<file path="src/rtl/pwm_capture_pkg.sv">
// Shared definitions for the PWM/GPIO timer family: capture FSM encoding and default counter width.
package pwm_capture_pkg;

  localparam int CNT_LENGTH_DEFAULT = 16;

  typedef enum logic [1:0] {
    IDLE = 2'd0,
    ARM  = 2'd1,
    HIGH = 2'd2,
    LOW  = 2'd3
  } cap_state_e;

endpackage

</file>
<file path="src/rtl/pwm_capture_sync_edge_det.sv">
// Multi-flop synchroniser for an asynchronous input followed by a single-cycle rise/fall detector.
module sync_edge_det #(
  parameter int SYNC_STAGES = 2
) (
  input  logic clk,
  input  logic rst_n,
  input  logic din,
  output logic rise,
  output logic fall
);

  logic [SYNC_STAGES-1:0] sync_p0;
  logic                   level_p1;

  // Stage 0: metastability chain; Stage 1: delayed copy of the synchronised level
  always_ff @(posedge clk or negedge rst_n) begin
    if (!rst_n) begin
      sync_p0  <= '0;
      level_p1 <= 1'b0;
    end else begin
      sync_p0  <= {sync_p0[SYNC_STAGES-2:0], din};
      level_p1 <= sync_p0[SYNC_STAGES-1];
    end
  end

  assign rise = sync_p0[SYNC_STAGES-1] & ~level_p1;
  assign fall = ~sync_p0[SYNC_STAGES-1] & level_p1;

endmodule

</file>
<file path="src/rtl/pwm_capture.sv">
// Input-capture timer: measures period and high time of a pulse train on one GPIO line, in sys_clk cycles.
module pwm_capture
  import pwm_capture_pkg::*;
#(
  parameter int CNT_LENGTH  = CNT_LENGTH_DEFAULT,
  parameter int SYNC_STAGES = 2
) (
  input  logic                  sys_clk,
  input  logic                  sys_rst_n,
  input  logic                  sys_en,
  input  logic                  cap_in,
  input  logic                  ovf_clr,
  output logic [CNT_LENGTH-1:0] period,
  output logic [CNT_LENGTH-1:0] high_time,
  output logic                  cap_valid,
  output logic                  overflow,
  output logic                  busy
);

  cap_state_e            state;
  logic [CNT_LENGTH-1:0] cnt;
  logic [CNT_LENGTH-1:0] high_pend;
  logic                  rise;
  logic                  fall;
  logic                  sat;

  sync_edge_det #(
    .SYNC_STAGES(SYNC_STAGES)
  ) u_sync_edge_det (
    .clk  (sys_clk),
    .rst_n(sys_rst_n),
    .din  (cap_in),
    .rise (rise),
    .fall (fall)
  );

  // Counter pinned at all-ones with no edge: the input is stuck or the period is out of range.
  assign sat  = sys_en && (state == HIGH || state == LOW) && (&cnt) && !(rise || fall);
  assign busy = (state != IDLE);

  // Measurement stage: FSM, counter and output registers
  always_ff @(posedge sys_clk or negedge sys_rst_n) begin
    if (!sys_rst_n) begin
      state     <= IDLE;
      cnt       <= '0;
      high_pend <= '0;
      period    <= '0;
      high_time <= '0;
      cap_valid <= 1'b0;
      overflow  <= 1'b0;
    end else begin
      cap_valid <= 1'b0;
      if (!sys_en) begin
        state <= IDLE;
        cnt   <= '0;
      end else begin
        case (state)
          IDLE: state <= ARM;
          ARM: begin
            if (rise) begin
              state <= HIGH;
              cnt   <= CNT_LENGTH'(1);
            end
          end
          HIGH, LOW: begin
            if (rise) begin
              cnt   <= CNT_LENGTH'(1);
              state <= HIGH;
              if (state == LOW) begin
                period    <= cnt;
                high_time <= high_pend;
                cap_valid <= 1'b1;
              end
            end else if (sat) begin
              state <= ARM;
            end else begin
              cnt <= cnt + CNT_LENGTH'(1);
              if (fall && state == HIGH) begin
                high_pend <= cnt;
                state     <= LOW;
              end
            end
          end
          default: state <= IDLE;
        endcase
      end

      if (sat) begin
        overflow <= 1'b1;
      end else if (ovf_clr) begin
        overflow <= 1'b0;
      end
    end
  end

endmodule

</file>
<file path="config.mk">
export PLATFORM = sky130hd
export DESIGN_NAME = pwm_capture
export DESIGN_NICKNAME = d
export VERILOG_FILES = /design/src/rtl/pwm_capture_pkg.sv /design/src/rtl/pwm_capture_sync_edge_det.sv /design/src/rtl/pwm_capture.sv
export SDC_FILE = /design/constraint.sdc
export NUM_CORES = 1
export LEC_CHECK = 0
export CAP_MARGIN = 20
export CORE_MARGIN = 1
export CORE_UTILIZATION = 50
export CTS_CLUSTER_SIZE = 40
export DETAILED_ROUTE_END_ITERATION = 10
export PLACE_DENSITY = 0.75
export SYNTH_ARGS = -nofsm -noshare
export SYNTH_HDL_FRONTEND = slang
export SYNTH_SLANG_ARGS = --single-unit
</file>
<file path="constraint.sdc">
create_clock -name sys_clk -period 2.6 [get_ports sys_clk]
set_clock_uncertainty 0.05 [all_clocks]
set_input_delay 0.65 -clock sys_clk [delete_from_list [all_inputs] [get_ports sys_clk]]
set_output_delay 0.65 -clock sys_clk [all_outputs]
set_load 0.1 [all_outputs]
</file>
## Word-level counts from Yosys, hierarchy flattened

Cells that the tools add are included.

- Register bits: 71
- Output and inout bits: 35
- Input bits: 5
- Word-level logic and storage cells: 56

- Reductions and logical operators: 16
- Equality and inequality tests: 7
- Add/subtract/negate cells: 1
- Bitwise gates (word level): 6
- Multiplexer cells: 17

Operators with widths:

| cell | count |
|---|---|
| $mux 16 | 4 |
| $pmux 16 s2 | 1 |
| $add 16x1->16 const B | 1 |
| $reduce_and 16->1 | 1 |
| $mux 2 | 5 |
| $mux 1 | 6 |
| $pmux 2 s3 | 1 |
| $ne 5x5->1 const B | 1 |
| $reduce_and 5->1 | 1 |
| $eq 2x2->1 const B | 2 |
| $logic_and 1x1->1 | 4 |
| $ne 4x4->1 const B | 1 |
| $not 1->1 | 4 |
| $reduce_and 4->1 | 1 |
| $reduce_bool 2->1 | 2 |
| $ne 3x1->1 const B | 1 |
| $ne 3x3->1 const B | 1 |
| $reduce_and 3->1 | 1 |
| $and 1x1->1 | 2 |
| $eq 2x1->1 const B | 1 |
| $logic_not 2->1 | 1 |
| $logic_or 1x1->1 | 2 |
| $reduce_and 2->1 | 1 |
| $reduce_or 2->1 | 1 |
| $logic_not 1->1 | 1 |

## Logic depth before layout (Yosys ltp)

- Depth in word-level cells: 9
- Mapped depth: 8
- Gate-level depth less buffers: 6

## Hierarchy

From an unflattened synthesis, not the netlist that was laid out.

- Cells, all modules: 299
- Area, all modules: 3,007.9 µm²

Modules (own cells, without submodules):

| module | cells an instance | seq. area each (µm²) | area an instance (µm²) | times used |
|---|---|---|---|---|
| pwm_capture | 294 | 1,701.6 | 2,917.8 | 1 |
| sync_edge_det | 5 | 75.1 | 90.1 | 1 |

## Worst setup path after synthesis

OpenSTA, ideal clock, no wires.

- Path type: in2reg
- Start: input port sys_en
- End: register high_pend[10]
- Path buffers: 3
- Setup slack: 0.446 ns
- Data arrival time: 1.979 ns
- Required time: 2.425 ns
- Cell stages on the path: 7
- Setup time: 0.125 ns
- Path through: buf_2 > and3b_1 > buf_2 > nand4b_1 > a21oi_2 > buf_6 > mux2_4

- Word-level cells in the longest chain between the ends: 5

RTL lines:

| item | RTL line | source |
|---|---|---|
| start: declaration | pwm_capture.sv:10 | `input logic sys_en,` |
| $logic_and 1x1->1 (3 in a row) | pwm_capture.sv:38 | `assign sat = sys_en && (state == HIGH \|\| state == LOW) && (&cnt) && !(rise \|\| fall);` |
| $not 1->1 (no line) | n/a |  |
| $reduce_and 5->1 (no line) * | n/a |  |
| end signal: assignment | pwm_capture.sv:79 | `high_pend <= cnt;` |
| end: declaration | pwm_capture.sv:22 | `logic [CNT_LENGTH-1:0] high_pend;` |

Every way passes the cells marked *; elsewhere a longest branch is shown, timed or not.
A chain may end at the register's enable or synchronous reset.

## Worst setup path after layout

- Start: input port sys_en
- End: register high_pend[1]

The elaborated chain is that of the path after synthesis.

==> impl_metrics.json <==
{
  "status": "complete, no violations",
  "p_leak_nw": 1.99,
  "tritoncts": "yes",
  "hold_violations": 0,
  "hold_class": "primary input to asynchronous set/reset pin",
  "synthArstFlopShare_pct": 100,
  "ir_worst_vdd_mv": 0.414,
  "holdBufCountCts": 0,
  "place.gp.congestion": 0.875,
  "yosysSeqAreaShare_pct": 57.9,
  "clkSinkCount": 71,
  "ys_ff_latch": 71,
  "grt_max_degree": 72,
  "yosys_warnings": 0,
  "postSynthAreaPerCell_um2": 10.3,
  "rows": 28,
  "tightest_slew_ns": 0.375,
  "synth_area_um2": 3070,
  "drt-vias-per-instance": 5.45,
  "clockRootBuffer": "clkbuf_8",
  "synthCells": 298,
  "cts_buffer_depth": 2,
  "antenna_found_initial": 0,
  "io_pins": 40,
  "die_h_um": 80.3,
  "cts_setup_buffers": 0,
  "fillers": 507,
  "nets": 362,
  "ys.flop_type": "dfrtp_1",
  "cp.depth": 6,
  "cts_resized": 0,
  "routed_wl_mm": 6.42,
  "stdcell_count": 434,
  "slew_headroom_pct": 74.8,
  "cts_buffers": 9,
  "grt_pass1_vias": 2261,
  "clock_latency_ns": 0.34,
  "place_ws_ns": -0.352,
  "grt-ovfl-total": 0,
  "slowest_delay_ns": 0.50,
  "rsz0062_at_grt": "no",
  "ys_types": 41,
  "critical-path-top-delay-family": "buffers and inverters",
  "worst_slack_ns": 0.451,
  "post-route-util_pct": 63.3,
  "synth_nets": 306,
  "min_period_over_period_pct": 82.7,
  "synth_area_leader_cell": "dfrtp_1",
  "antenna_cells": 0,
  "synth_top_cell_area_share_pct": 57.9,
  "synth_edf_count": 0,
  "syn_to_final_growth_pct": 22.1,
  "worstPathRequired_ns": 2.78,
  "antenna_left": 0,
  "crit_path_max_fanout": 14,
  "cap_viol_max_count": 0,
  "crit_buf_inv": 2,
  "dieArea_um2": 6460,
  "drive_gt1_share_pct": 25.6,
  "placedCellCount": 417,
  "cp.arrival_ns": 2.32,
  "grt_use_total_pct": 22.5,
  "finalSetupViolations": 0,
  "finalSetupTns_ns": 0,
  "drcViolationCount": 0,
  "cts-htree-levels": 3,
  "start_util_pct": 51.8,
  "dieWidth_um": 80.3,
  "grt_pass1_wl_mm": 10.8,
  "path_clk_slew_ns": 0.07,
  "cp-start-kind": "primary input",
  "critPathKind": "primary input to flip-flop",
  "wl_per_cell_um": 14.8,
  "drtPass1Iterations": 4,
  "slowest_stage": "clkdlybuf4s50_1",
  "crit_chain": "clkdlybuf4s50_1 > and3b_1 > nand4b_1 > a21oi_2 > buf_8 > mux2_2",
  "endpoint_kind": "flip-flop",
  "pwr_density_cell_nw_per_um2": 541,
  "drt-initial-drc-count": 175,
  "period_needed_ns": 2.15,
  "fmax_ghz": 0.465,
  "netlist_top_cells_area": "dfrtp_1 58%, nand2_1 13%, mux2_4 4.9%",
  "io_buffers": 39,
  "core_area_um2": 5920,
  "r2r_cells": 6,
  "hpwl_mm": 4.35,
  "drv_slew": 0,
  "dr_total_vias": 2367
}
flip-flops by register name (all words and copies together) (netlist names):
signal	flops
cnt	16
high_pend	16
high_time	16
period	16
state	2
u_sync_edge_det.sync_p0	2
cap_valid	1
overflow	1
u_sync_edge_det.level_p1	1
stage by stage:
step           power (W)  area, µm²  hold slack [ns]
3_3_place_gp     0.00126       3550            0.296
5_1_grt          0.00211       3750            0.311
2_1_floorplan    0.00121       3070            0.281
6_report         0.00203       3750            0.274
3_5_place_dp     0.00126       3550            0.308
4_1_cts          0.00205       3730            0.292
final timing paths:
check                           slack [ns]                  startpoint                          to
worst max-delay path                  0.45                      sys_en                high_pend[1]
worst min-delay path                  0.27                   sys_rst_n               high_time[12]
worst max register to register        0.54  u_sync_edge_det.sync_p0[1]                high_pend[1]
worst min register to register        0.32  u_sync_edge_det.sync_p0[0]  u_sync_edge_det.sync_p0[1]
max in group asynchronous             1.93                   sys_rst_n                     cnt[15]
min in group sys_clk                  0.32  u_sync_edge_det.sync_p0[0]  u_sync_edge_det.sync_p0[1]
power by group:
part	switching, W	internal, W	total (W)	leakage, nW
Sequential	0.00000778	0.00111	0.00112	0.981
Combinational	0.0000853	0.0000344	0.000120	0.919
Clock	0.000388	0.000396	0.000784	0.0894
Total	0.000481	0.00154	0.00203	1.99
kinds of logic after synthesis:
kind of cell,count (synthesis),synth area share [%]
simple gates,146,21.4
flops,71,57.9
compound gates,34,7.66
mux,18,7.75
xor+xnor,3,0.856
buf+inv,23,3.22
fa+ha+maj,3,1.22
cell usage in the layout, fill, tap and decap left out, types with 5 or more instances in the layout:
cell	count
nand2_1	103
clkbuf_8	11
a31oi_1	8
o21ai_0	10
mux2_2	6
nor2_1	13
inv_1	8
nand3_1	6
dfrtp_1	71
mux2_4	10
buf_4	54
nand4_1	5
synthesized netlist by cell type (2+ instances only):
library cell	count
ha_1	3
inv_1	8
dfrtp_1	71
a22o_1	3
nand3b_1	2
nand2_1	103
mux2i_1	2
mux2_2	6
o21ai_0	10
a221o_1	3
nor3_1	3
xnor2_1	2
buf_2	4
nor4_1	3
a31oi_1	8
mux2_4	10
nand3_1	6
clkbuf_1	9
nor2_1	13
and3b_1	2
a21oi_1	2
and4_1	2
nand4_1	5
per-layer routing:
metal | share of wire, % | routed length [µm] | GRT usage [%] | up-vias
li1 | - | - | - | 1115
met1 | 45 | 2880 | 29.6 | 1148
met2 | 47 | 3010 | 35.5 | 92
met3 | 6.4 | 413 | 4.09 | 12
met4 | 1.8 | 114 | 11.4 | 0
met5 | 0 | 0 | 0 | -
layout make-up:
type / count / area (µm²) / area share, %
clock buffer: 13 / 159 / 4.24
clock inverter: 3 / 17.5 / 0.468
inverter: 8 / 30.0 / 0.802
multi-input combinational: 204 / 1190 / 31.9
sequential: 71 / 1780 / 47.4
tap: 75 / 93.8 / 2.51
timing repair buffer: 60 / 475 / 12.7
No activity file was read; power rests on OpenSTA's default activity.
